File: src/rtl/tl_ul_client_arbiter.sv
// ---------------------------------------------------------------------------
// tl_ul_client_arbiter
//
// Purpose:
//   Shares one TileLink-UL manager port between two clients (for example the
//   debug master and the system-bus master).
//
//   A channel:
//     - Round-robin arbitration between the two clients.
//     - The manager-side source ID is {client_idx, client_source}.
//     - A grant that the manager stalls is locked until it fires, so the
//       manager sees a stable request.
//   D channel:
//     - Responses are routed back to the issuing client by the source MSB.
//     - The MSB is stripped before the bits reach the clients.
//   In-flight limit:
//     - Each client may have at most MAX_INFLIGHT requests outstanding.
//   Both paths are combinational pass-through; no payload is stored.
//
// Parameters:
//   MAX_INFLIGHT  maximum outstanding A requests per client (1..7)
//   SRC_W         client source-ID width (manager side is SRC_W+1)
//
// Ports:
//   clock, reset_n             clock (rising edge), async active-low reset
//   cX_a_valid/ready/bits      client A channels, bits = {op,param,size,src,addr,mask,data}
//   m_a_valid/ready/bits       manager A channel, src widened by the client index
//   m_d_valid/ready/bits       manager D channel, bits = {op,param,size,src,denied,data,corrupt}
//   cX_d_valid/ready/bits      client D channels, source MSB removed
//   cX_busy                    client has at least one request in flight (registered)
//
// Optional feature (macro TL_UL_ARB_PERF_EN):
//   perf_grant0/perf_grant1    A fires per client, wrapping 32-bit counters
//   perf_stall                 cycles with m_a_valid & !m_a_ready
// ---------------------------------------------------------------------------
module tl_ul_client_arbiter #(
    parameter int MAX_INFLIGHT = 4,
    parameter int SRC_W        = 3
) (
    input  logic                clock,
    input  logic                reset_n,

    input  logic                c0_a_valid,
    output logic                c0_a_ready,
    input  logic [77+SRC_W:0]   c0_a_bits,
    input  logic                c1_a_valid,
    output logic                c1_a_ready,
    input  logic [77+SRC_W:0]   c1_a_bits,

    output logic                m_a_valid,
    input  logic                m_a_ready,
    output logic [78+SRC_W:0]   m_a_bits,

    input  logic                m_d_valid,
    output logic                m_d_ready,
    input  logic [43+SRC_W:0]   m_d_bits,

    output logic                c0_d_valid,
    input  logic                c0_d_ready,
    output logic [42+SRC_W:0]   c0_d_bits,
    output logic                c1_d_valid,
    input  logic                c1_d_ready,
    output logic [42+SRC_W:0]   c1_d_bits,

    output logic                c0_busy,
    output logic                c1_busy
`ifdef TL_UL_ARB_PERF_EN
    ,
    output logic [31:0]         perf_grant0,
    output logic [31:0]         perf_grant1,
    output logic [31:0]         perf_stall
`endif
);

    // Field positions.
    // A channel:
    //   - Payload below the source is address+mask+data = 68 bits.
    //   - The source field therefore starts at bit 68.
    // D channel:
    //   - Payload below the source is denied+data+corrupt = 34 bits.
    //   - The manager-side source MSB therefore sits at bit 34+SRC_W.
    localparam int          A_W       = 78 + SRC_W;
    localparam int          A_SRC_LSB = 68;
    localparam int          A_SRC_TOP = A_SRC_LSB + SRC_W;
    localparam int          D_W       = 44 + SRC_W;
    localparam int          D_SRC_MSB = 34 + SRC_W;
    localparam logic [2:0]  MAX_CNT   = 3'(MAX_INFLIGHT);

    // Saturating up/down in-flight counter update.
    //   - Simultaneous inc and dec cancel.
    //   - A decrement at zero (a stray response) leaves the counter at zero.
    function automatic logic [2:0] next_count(input logic [2:0] cnt,
                                              input logic       inc,
                                              input logic       dec);
        logic [2:0] res;
        res = cnt;
        case ({inc, dec})
            2'b10:   res = cnt + 3'd1;
            2'b01:   res = (cnt != 3'd0) ? (cnt - 3'd1) : 3'd0;
            default: res = cnt;
        endcase
        return res;
    endfunction

    // State
    logic        rr_ptr_q, rr_ptr_d;
    logic        lock_q, lock_d;
    logic        lock_idx_q, lock_idx_d;
    logic [2:0]  inflight0_q, inflight0_d;
    logic [2:0]  inflight1_q, inflight1_d;
    logic        busy0_q, busy1_q;

    // Combinational helpers
    logic            elig0_s, elig1_s;
    logic            grant_s;
    logic            grant_elig_s;
    logic [A_W-1:0]  gbits_s;
    logic            a_fire_s;
    logic            d_dst_s;
    logic            d_fire_s;

    // Client eligibility: request pending and below the in-flight limit
    always_comb begin
        elig0_s = c0_a_valid & (inflight0_q < MAX_CNT);
        elig1_s = c1_a_valid & (inflight1_q < MAX_CNT);
    end

    // Grant selection.
    //   - A locked grant sticks to lock_idx.
    //   - Otherwise a lone eligible client wins.
    //   - Otherwise rr_ptr breaks the tie.
    always_comb begin
        grant_s = 1'b0;
        if (lock_q) begin
            grant_s = lock_idx_q;
        end else if (elig0_s && elig1_s) begin
            grant_s = rr_ptr_q;
        end else if (elig1_s) begin
            grant_s = 1'b1;
        end else begin
            grant_s = 1'b0;
        end
    end

    // A channel mux.
    //   - The client index is inserted above the client source.
    //   - Valid/ready outputs are forced low while reset_n is asserted.
    always_comb begin
        gbits_s      = c0_a_bits;
        grant_elig_s = 1'b0;
        if (grant_s) begin
            gbits_s      = c1_a_bits;
            grant_elig_s = elig1_s;
        end else begin
            gbits_s      = c0_a_bits;
            grant_elig_s = elig0_s;
        end
        m_a_valid  = reset_n & grant_elig_s;
        m_a_bits   = {gbits_s[A_W-1:A_SRC_TOP], grant_s, gbits_s[A_SRC_TOP-1:0]};
        c0_a_ready = reset_n & m_a_ready & ~grant_s & elig0_s;
        c1_a_ready = reset_n & m_a_ready &  grant_s & elig1_s;
        a_fire_s   = m_a_valid & m_a_ready;
    end

    // D channel routing.
    //   - The destination is the source MSB.
    //   - The stripped bits are broadcast to both clients.
    always_comb begin
        d_dst_s    = m_d_bits[D_SRC_MSB];
        c0_d_valid = reset_n & m_d_valid & ~d_dst_s;
        c1_d_valid = reset_n & m_d_valid &  d_dst_s;
        c0_d_bits  = {m_d_bits[D_W-1:D_SRC_MSB+1], m_d_bits[D_SRC_MSB-1:0]};
        c1_d_bits  = {m_d_bits[D_W-1:D_SRC_MSB+1], m_d_bits[D_SRC_MSB-1:0]};
        m_d_ready  = 1'b0;
        if (d_dst_s) begin
            m_d_ready = reset_n & c1_d_ready;
        end else begin
            m_d_ready = reset_n & c0_d_ready;
        end
        d_fire_s = m_d_valid & m_d_ready;
    end

    // Next-state logic for the round-robin pointer, the lock and the counters
    always_comb begin
        rr_ptr_d   = rr_ptr_q;
        lock_d     = lock_q;
        lock_idx_d = lock_idx_q;
        if (a_fire_s) begin
            rr_ptr_d = ~grant_s;
            lock_d   = 1'b0;
        end else if (m_a_valid && !m_a_ready) begin
            // Stalled request: hold the grant until the manager accepts it.
            lock_d     = 1'b1;
            lock_idx_d = grant_s;
        end else begin
            lock_d     = lock_q;
            lock_idx_d = lock_idx_q;
        end
        inflight0_d = next_count(inflight0_q, a_fire_s & ~grant_s, d_fire_s & ~d_dst_s);
        inflight1_d = next_count(inflight1_q, a_fire_s &  grant_s, d_fire_s &  d_dst_s);
    end

    // Arbiter state registers.
    // Busy is taken from the next count, so it tracks the counter without lag.
    always_ff @(posedge clock or negedge reset_n) begin
        if (!reset_n) begin
            rr_ptr_q    <= 1'b0;
            lock_q      <= 1'b0;
            lock_idx_q  <= 1'b0;
            inflight0_q <= 3'd0;
            inflight1_q <= 3'd0;
            busy0_q     <= 1'b0;
            busy1_q     <= 1'b0;
        end else begin
            rr_ptr_q    <= rr_ptr_d;
            lock_q      <= lock_d;
            lock_idx_q  <= lock_idx_d;
            inflight0_q <= inflight0_d;
            inflight1_q <= inflight1_d;
            busy0_q     <= (inflight0_d != 3'd0);
            busy1_q     <= (inflight1_d != 3'd0);
        end
    end

    assign c0_busy = busy0_q;
    assign c1_busy = busy1_q;

`ifdef TL_UL_ARB_PERF_EN
    logic [31:0] perf_grant0_q, perf_grant1_q, perf_stall_q;

    // Performance counters: per-client grants and manager stall cycles, wrapping
    always_ff @(posedge clock or negedge reset_n) begin
        if (!reset_n) begin
            perf_grant0_q <= 32'd0;
            perf_grant1_q <= 32'd0;
            perf_stall_q  <= 32'd0;
        end else begin
            if (a_fire_s && !grant_s) begin
                perf_grant0_q <= perf_grant0_q + 32'd1;
            end
            if (a_fire_s && grant_s) begin
                perf_grant1_q <= perf_grant1_q + 32'd1;
            end
            if (m_a_valid && !m_a_ready) begin
                perf_stall_q <= perf_stall_q + 32'd1;
            end
        end
    end

    assign perf_grant0 = perf_grant0_q;
    assign perf_grant1 = perf_grant1_q;
    assign perf_stall  = perf_stall_q;
`endif

endmodule

File: config.mk
export PLATFORM = sky130hd
export DESIGN_NAME = tl_ul_client_arbiter
export DESIGN_NICKNAME = d
export VERILOG_FILES = /design/src/rtl/tl_ul_client_arbiter.sv
export SDC_FILE = /design/constraint.sdc
export NUM_CORES = 1
export LEC_CHECK = 0
export CORE_AREA = 2 2 157 159
export DETAILED_ROUTE_END_ITERATION = 10
export DIE_AREA = 0 0 159 161
export GPL_ROUTABILITY_DRIVEN = 0
export PLACE_DENSITY = 0.42
export SLEW_MARGIN = 20
export SYNTH_ARGS = -nofsm -noshare
export SYNTH_HDL_FRONTEND = slang
export SYNTH_SLANG_ARGS = --single-unit
File: constraint.sdc
create_clock -name clock -period 4.9 [get_ports clock]
set_clock_uncertainty 0.1 [all_clocks]
set_input_delay 1.225 -clock clock [delete_from_list [all_inputs] [get_ports clock]]
set_output_delay 1.225 -clock clock [all_outputs]
set_load 0.02 [all_outputs]
Word level (Yosys, flattened, before mapping)
Index checks and enable logic that the tools add are counted.
- add/subtract/negate cells: 4
- multiply operators: 0
- mux-type cells: 12
- shift operators: 0
- div/mod/pow operators: 0
- equality and inequality tests: 4
- order comparisons: 2
- reduce and logical (&&, ||, !) cells: 9
- bitwise logic cells: 22
- operator list (operator ; number):
    81-bit 2-to-1 mux ; 1
    1-bit bitwise AND ; 19
    3-bit one-hot mux with 2 select lines ; 2
    3-bit nonzero test ; 4
    1-bit 2-to-1 mux ; 7
    3-bit by 1-bit adder with 3-bit output (second input constant) ; 2
    3-bit < comparator (second input constant) ; 2
    3-bit 2-to-1 mux ; 2
    3-bit by 1-bit subtractor with 3-bit output (second input constant) ; 2
    2-bit by 1-bit equality test with 1-bit output (second input constant) ; 2
    2-bit equality test (second input constant) ; 2
    1-bit NOT ; 3
    1-bit logical AND ; 2
    2-bit AND reduction ; 1
    2-bit nonzero test ; 1
    1-bit zero test ; 1
- memories kept: 0
- input port bits: 217
- bits in latches: 0
- bits in read-only memories: 0
- output and inout port bits: 182
- memory bits (writable): 0
- word-level logic and storage cells: 60
- flip-flop bits (word level): 11

Logic depth before layout (Yosys ltp)
Gate-level depths: netlist of the first run.
- word-level depth: 12
- depth in mapped cells: 11

Worst setup path before layout of the first run
No wires, ideal clock.
- kind: input-to-output
- start: input c0_a_valid
- end: output m_a_bits[43]
- buffers on the path: 2
- path slack: 1192 ps
- arrival: 2383 ps
- required time: 3575 ps
- stages: 5
- cells stage by stage: nor3b_2 o31ai_4 buf_6 buf_6 mux2_1
- longest elaborated chain between the ends: 5
- RTL lines (what ; RTL line ; source):
    start, declared ; 43 ; input logic c0_a_valid,
    1-bit bitwise AND ; 124 ; elig0_s = c0_a_valid & (inflight0_q < MAX_CNT);
    1-bit logical AND ; 136 ; end else if (elig0_s && elig1_s) begin
    1-bit 2-to-1 mux ; 136 ;
    1-bit 2-to-1 mux ; 134 ; if (lock_q) begin
    81-bit 2-to-1 mux ; 151 ; if (grant_s) begin
    end, declared ; 52 ; output logic [78+SRC_W:0] m_a_bits,
No other way between the ends.

Worst setup path after layout of the first run
- start: input c1_a_valid
- end: output m_a_bits[12]
- longest elaborated chain between the ends: 5
- RTL lines (what ; RTL line ; source):
    start, declared ; 46 ; input logic c1_a_valid,
    1-bit bitwise AND (*) ; 125 ; elig1_s = c1_a_valid & (inflight1_q < MAX_CNT);
    1-bit 2-to-1 mux or 1-bit logical AND (tied branches) ; 138, 136 ;
    1-bit 2-to-1 mux (*) ; 136 ;
    1-bit 2-to-1 mux (*) ; 134 ;
    81-bit 2-to-1 mux (*) ; 151 ;
Every way passes the cells marked *; elsewhere a longest branch is shown, timed or not.

==> parameters.txt, run 1 <==
Parameter                              Value

Die
  Initial core utilization ... between 10% and 20%
  Area of the core ... between 0.02 and 0.025 sq mm
  Total die area ... about 0.026 sq mm
  Boundary Pins ... 399
  Vertical extent of the die ... around 160 um
  Std cell rows ... 57
  Overall die width ... 159 um

Job
  Max_cap viols ... 0

CTS
  Worst skew pair latency ... ~0.24 ns
  TritonCTS clock tree ... built
  Count of H-tree levels built during CTS ... 1
  TritonCTS buffer count ... 3
  Clock net sink count ... 11
  Clock-pin slew on the worst setup and hold paths ... around 0.04 ns
  Clock buffer depth ... 2
  Root buffer cell ... sky130_fd_sc_hd__clkbuf_16

Global route
  Grt total ovfl ... 0
  Via count of the first global-routing pass ... around 2600
  Total Routing Usage GR ... 7.90%
  Number of antenna violations at the first check in global routing ... 0
  First-pass GRT wire length ... 15900 um
  Maximum number of pins on one net before global-route repair ... 45

Worst setup path
  Standard cell with the maximum stage delay on the critical path ... sky130_fd_sc_hd__clkdlybuf4s50_1
  Largest stage delay, worst path ... 0.55 ns
  CP Capture Type ... output pin
  WS Path Type ... in2out
  Top delay family on crit path ... buffers and inverters
  CP Max Fanout ... 22
  Data required, critical path ... 3.58 ns
  Element type at the critical path start ... input pin
  Total buffers and inverters traversed by the critical path ... 4
  Ordered cell list for the critical path ... clkdlybuf4s50_1, nand2b_1, o31ai_4, buf_4, clkbuf_16, mux2_2, clkdlybuf4s50_1
  Crit path DAT ... ~3.4 ns
  Crit-path most repeated cell ... sky130_fd_sc_hd__clkdlybuf4s50_1

Synthesis
  Mean instance size in the synthesized netlist ... 9.23 sq um
  Synthesized netlist cell count ... approximately 280
  Leading cell types by total area after synthesis ... sky130_fd_sc_hd__buf_4 27%, sky130_fd_sc_hd__mux2_2 20%, sky130_fd_sc_hd__mux2_1 16%
  Most repeated cell in the gate-level netlist after synthesis ... sky130_fd_sc_hd__buf_4
  Cell type with the largest total area after synthesis ... sky130_fd_sc_hd__buf_4
  Synth Net Count ... 507
  Top cell type's share of synthesized area ... about 27%
  Area of the mapped netlist ... 0.00257 sq mm
  Yosys Warn Count ... 0
  Number of unique standard cell types used by synthesis ... 36
  Sequential share of the synthesized area ... 10.7%
  Top post-synthesis cells by count ... 93 x sky130_fd_sc_hd__buf_4, 45 x sky130_fd_sc_hd__mux2_2, 36 x sky130_fd_sc_hd__mux2_1
  Synthesized flop and latch total ... 11
  Primary FF master, synth ... sky130_fd_sc_hd__dfrtp_1
  Async set-reset flop share out of synthesis ... 100%
  Number of enable-type register cells in the synthesized netlist ... 0

Finish
  Layout fillers ... around 2700
  Signed area change from the synthesized netlist to the final layout ... 93.4%
  Diodes inserted ... 0
  Layout cell share with drive strength beyond 1 ... 13.3%
  Non-Filler Cell Area, Final ... about 0.0050 sq mm
  Count of nets after finishing ... 675

Routing
  Drt total wl ... around 11000 um
  Final routed DRC violation total ... 0
  Violation count after the first detailed-route iteration ... 48
  Avg WL per Cell ... roughly 15 um
  Detailed-route vias per instance ... roughly 3.3
  Pre-antenna DRT Iters ... 4
  ANT nets after route ... 0
  Via Count ... between 2000 and 3000

Timing
  Setup repair after global routing missed its margin ... no
  Setup TNS ... 0 ns
  Final Hold Violating Endpoints ... 0
  Rel. slew slack ... 61.5%
  Final period util ... roughly 100%
  Transition at the pin with the smallest max-transition slack ... around 0.57 ns
  Minimum period implied by the final worst setup slack ... ~4.8 ns
  Count of final setup violators ... 0
  Max frequency ... roughly 210 MHz
  Final-report max-slew violation count ... 0

Pwr
  Overall power after layout ... around 1.4 mW
  Power share of the clock group ... roughly a tenth
  VDD IR-drop max ... between 0.0001 and 0.00015 V
  Standby leakage power ... 1.87 nW
  Power Density ... 289 mW/mm^2
  Net Switching ... approximately 0.58 mW
  Comb pwr share ... between 80% and 90%
  Fraction of power spent switching nets ... approximately two fifths
  Internal power component ... 0.861 mW
  Portion of total power attributed to sequential cells ... approximately 8.7%

Place
  Post-detail-place hpwl ... 9670 um
  Number of input and output port buffers inserted ... 260
  DP Area ... roughly 0.0048 sq mm

Min path
  Class of the most critical hold timing path ... reg2reg

Status
  Result of the run ... complete, no violations
worst paths after layout:
kind                                 from        endpoint  slack [ns]  cells after the start
min in group asynchronous         reset_n        rr_ptr_q        1.15                      1
max                            c1_a_valid    m_a_bits[12]        0.13                      7
min reg2reg                      rr_ptr_q        rr_ptr_q        0.43                      1
max in group asynchronous         reset_n  inflight1_q[2]        3.11                      2
max reg2reg                inflight0_q[2]         c0_busy        1.89                     11
min                              rr_ptr_q        rr_ptr_q        0.43                      1
sequential cells by signal, summed over array words and instances, names as in the netlist:
name,count
inflight1_q,3
c1_busy,1
lock_q,1
lock_idx_q,1
inflight0_q,3
rr_ptr_q,1
c0_busy,1
worst register-to-register path: stages, from the launching register on:
cell	delay, ns
sky130_fd_sc_hd__dfrtp_1	0.45
sky130_fd_sc_hd__nor3b_2	0.31
sky130_fd_sc_hd__o31ai_4	0.11
sky130_fd_sc_hd__buf_4	0.16
sky130_fd_sc_hd__clkbuf_16	0.19
sky130_fd_sc_hd__nor3_2	0.21
sky130_fd_sc_hd__inv_1	0.06
sky130_fd_sc_hd__ha_1	0.40
sky130_fd_sc_hd__or3b_2	0.16
sky130_fd_sc_hd__o21ai_0	0.07
sky130_fd_sc_hd__a221o_1	0.33
sky130_fd_sc_hd__a2111o_1	0.32
power by group through the flow:
stage | clock (mW) | combinational [mW] | sequential [mW]
after floorplan | 0 | 0.725 | 0.127
after global placement | 0 | 1.14 | 0.125
after detailed placement | 0 | 1.15 | 0.125
after CTS | 0.153 | 1.15 | 0.124
after global routing | 0.156 | 1.23 | 0.126
final | 0.149 | 1.16 | 0.124
metal layers:
metal | GRT usage (%) | share of wire (%)
met5 | 0 | 0
met4 | 1.53 | 1.2
met3 | 2.62 | 9.6
met2 | 14.3 | 51
met1 | 9.13 | 38
per-stage QoR:
step / std cells / setup slack (ns) / utilization [%] / hold WS (ns)
after floorplan: 278 / 1.19 / - / 0.385
after global placement: 762 / 0.0836 / 20.2 / 0.413
after detailed placement: 762 / 0.0471 / 20.2 / 0.418
after CTS: 766 / 0.0515 / 20.5 / 0.427
after global routing: 769 / 0.0396 / 20.7 / 0.433
final: 769 / 0.131 / 20.7 / 0.430
repair_timing:
item | in CTS | in global routing
setup endpoints to repair | 0 | 2
resized for setup | 0 | 0
buffers inserted | 0 | 2
hold buffers | 0 | 0
cells in the final DEF, fill, tap and decap left out, drive strengths merged:
cell type / n
a2111o: 2
a211oi: 1
a21o: 2
a21oi: 2
a221o: 1
and2b: 1
and3: 2
buf: 5
clkbuf: 5
clkdlybuf4s50: 260
dfrtp: 11
ha: 12
inv: 16
mux2: 81
mux2i: 4
nand2: 7
nand2b: 4
nand3b: 1
nor2: 4
nor2b: 4
nor3: 4
nor3b: 2
nor4b: 1
o211ai: 1
o21a: 1
o21ai: 4
o221ai: 2
o311ai: 1
o31ai: 2
o41ai: 1
or3b: 1
layout make-up:
cell class              instances  area, sq um  share of cell area (%)
repair buffers                266         2690                    54.2
multi-input cells             148         1450                    29.3
well taps                     324          405                    8.17
flip-flops and latches         11          275                    5.55
clock buffers                   4         78.8                    1.59
inverters                      16         60.1                    1.21
kinds of logic (layout without fill, tap and decap cells):
kind of cell	count (synthesis)	after routing	share of synthesized area, %
multiplexers	85	85	37.1
AO/OA/AOI/OAI	20	20	6.58
AND/OR/NAND/NOR	31	31	7.07
adder cells (fa/ha/maj)	12	12	5.85
flip-flops	11	11	10.7
buffers and inverters	119	286	32.7
(Power assumes the default switching activity.)
==> run 2: changes to the inputs <==
--- a/config.mk
+++ b/config.mk
@@ -14,3 +14,4 @@
 export SYNTH_ARGS = -nofsm -noshare
 export SYNTH_HDL_FRONTEND = slang
 export SYNTH_SLANG_ARGS = --single-unit
+export TNS_END_PERCENT = 5
==> results of run 2 <==
The final DEF is identical to that of run 1; final timing and power are the same.
==> run 3: changes to the inputs <==
--- a/config.mk
+++ b/config.mk
@@ -10,6 +10,7 @@
 export DIE_AREA = 0 0 159 161
 export GPL_ROUTABILITY_DRIVEN = 0
 export PLACE_DENSITY = 0.42
+export RECOVER_POWER = 50
 export SLEW_MARGIN = 20
 export SYNTH_ARGS = -nofsm -noshare
 export SYNTH_HDL_FRONTEND = slang
==> run 3 against run 2 <==
Net effect: die area unchanged; wire length barely moved; hold slack worse by 0.00057 ns; utilization barely moved; cell count unchanged; critical path type unchanged; critical endpoint unchanged; highest routed layer unchanged.
==> parameters.txt, run 3 (synthesized netlist as in run 1, its figures left out) <==
Parameter                              Value

Finish
  Largest registers ... inflight0_q x3, inflight1_q x3
  Utilization of the core after routing ... 20.7%
  Register cell area after layout ... 275 sq um
  Diodes inserted ... 0
  Layout cell share with drive strength beyond 1 ... between 10% and 20%
  Leading cell types in the layout, fill and taps excluded ... 257 x sky130_fd_sc_hd__clkdlybuf4s50_1, 45 x sky130_fd_sc_hd__mux2_2, 36 x sky130_fd_sc_hd__mux2_1, 16 x sky130_fd_sc_hd__inv_1, 12 x sky130_fd_sc_hd__ha_1
  Multi-input gate area ... about 0.0015 sq mm
  Count of nets after finishing ... ~680
  Final standard cell count with taps included and fillers excluded ... just under 800
  Layout fillers ... about 2700
  Non-Filler Cell Area, Final ... between 0.004 and 0.005 sq mm
  Signed area change from the synthesized netlist to the final layout ... 93.2%
  Most frequent standard cell in the layout excluding fill and tap cells ... sky130_fd_sc_hd__clkdlybuf4s50_1

Status
  Result of the run ... complete, no violations

Routing
  Avg WL per Cell ... 14.6 um
  Pre-antenna DRT Iters ... 4
  Drt total wl ... 11200 um
  ANT nets after route ... 0
  Detailed-route vias per instance ... between 3 and 4
  Violation count after the first detailed-route iteration ... 48
  Final routed DRC violation total ... 0
  Via Count ... ~2500

Die
  Vertical extent of the die ... around 160 um
  Area of the core ... around 0.024 sq mm
  Initial core utilization ... 10.7%
  Std cell rows ... 57
  Overall die width ... roughly 160 um
  Boundary Pins ... 399
  Total die area ... 0.0256 sq mm

Worst setup path
  Reg2reg setup slack ... 1.89 ns
  CP Capture Type ... output pin
  Number of cells on the worst reg-to-reg path ... 11
  Reg-to-Reg End ... c0_busy
  Data required, critical path ... around 3.6 ns
  Element type at the critical path start ... input pin
  WS Path Type ... in2out
  Critical path launch point ... c1_a_valid
  Critical path capture point ... m_a_bits[12]
  Crit path DAT ... approximately 3.4 ns
  Source of the worst register-to-register timing path ... inflight0_q[2]
  CP Max Fanout ... 22

Pwr
  Portion of total power attributed to sequential cells ... under 10%
  Internal power component ... around 0.86 mW
  Standby leakage power ... ~1.9 nW
  VDD IR-drop max ... roughly 0.00015 V
  Overall power after layout ... around 1.4 mW
  Comb pwr share ... just over 80%
  Net Switching ... between 0.5 and 0.6 mW
  Fraction of power spent switching nets ... approximately 40%
  Power Density ... approximately 290 mW/mm^2
  Power share of the clock group ... between 10% and 20%

Timing
  Rel. slew slack ... 62.5%
  Minimum setup slack in the final design ... approximately 0.13 ns
  Count of final setup violators ... 0
  Setup TNS ... 0 ns
  Setup repair after global routing missed its margin ... no
  Worst hold slack ... between 0.4 and 0.5 ns
  Transition at the pin with the smallest max-transition slack ... 0.555 ns
  Final Hold Violating Endpoints ... 0
  Final-report max-slew violation count ... 0
  Final period util ... 97.3%
  Max frequency ... roughly 210 MHz
  Minimum period implied by the final worst setup slack ... roughly 4.8 ns

CTS
  Count of H-tree levels built during CTS ... 1
  TritonCTS clock tree ... built
  Root buffer cell ... sky130_fd_sc_hd__clkbuf_16
  Clock net sink count ... 11
  Clock-pin slew on the worst setup and hold paths ... about 0.040 ns
  Worst skew pair latency ... approximately 0.24 ns
  TritonCTS buffer count ... 3
  Clock buffer depth ... 2

Place
  DP Area ... 0.00484 sq mm
  Dpl cells ... between 700 and 800
  Pre-CTS worst setup slack ... 0.0471 ns
  Number of input and output port buffers inserted ... between 200 and 300
  Post-detail-place hpwl ... 9670 um

Global route
  Grt total ovfl ... 0
  First-pass GRT wire length ... 15900 um
  Via count of the first global-routing pass ... 2633
  Number of antenna violations at the first check in global routing ... 0
  Maximum number of pins on one net before global-route repair ... 45
  Total Routing Usage GR ... approximately 7.9%

Job
  Max_cap viols ... 0

Min path
  Class of the most critical hold timing path ... reg2reg
[run 3: layout make-up]
cell class              count  share of cell area (%)
repair buffers            266                    54.2
multi-input cells         148                    29.3
well taps                 324                    8.18
flip-flops and latches     11                    5.55
clock buffers               4                    1.59
inverters                  16                    1.21
[run 3: metal layers]
layer / GRT usage (%) / wire length (um)
met1: 9.13 / 4320
met2: 14.3 / 5700
met3: 2.62 / 1090
met4: 1.53 / 137
met5: 0 / 0
[run 3: power by group through the flow]
stage	Sequential, mW	Combinational [mW]	Clock, mW
2_1_floorplan	0.127	0.725	0
3_3_place_gp	0.125	1.14	0
3_5_place_dp	0.125	1.15	0
4_1_cts	0.124	1.15	0.153
5_1_grt	0.126	1.23	0.156
6_report	0.124	1.16	0.149
[run 3: worst min path at each step]
stage                   from       end  cells past startpoint
global route        rr_ptr_q  rr_ptr_q                      1
finish              rr_ptr_q  rr_ptr_q                      1
floorplan           rr_ptr_q  rr_ptr_q                      1
CTS                 rr_ptr_q  rr_ptr_q                      1
global placement    rr_ptr_q  rr_ptr_q                      1
detailed placement  rr_ptr_q  rr_ptr_q                      1
[run 3: critical path, stage by stage]
cell and delay [ns]:
sky130_fd_sc_hd__clkdlybuf4s50_1 0.48, sky130_fd_sc_hd__nand2b_1 0.12, sky130_fd_sc_hd__o31ai_4 0.32, sky130_fd_sc_hd__buf_4 0.19, sky130_fd_sc_hd__clkbuf_16 0.20, sky130_fd_sc_hd__mux2_2 0.35
sky130_fd_sc_hd__clkdlybuf4s50_1 0.55
[run 3: what timing repair did]
item	in CTS	in global routing
endpoints found under the setup margin	0	2
gates resized for setup	0	0
setup buffers	0	2
hold endpoints to repair	0	0
hold buffers	0	0
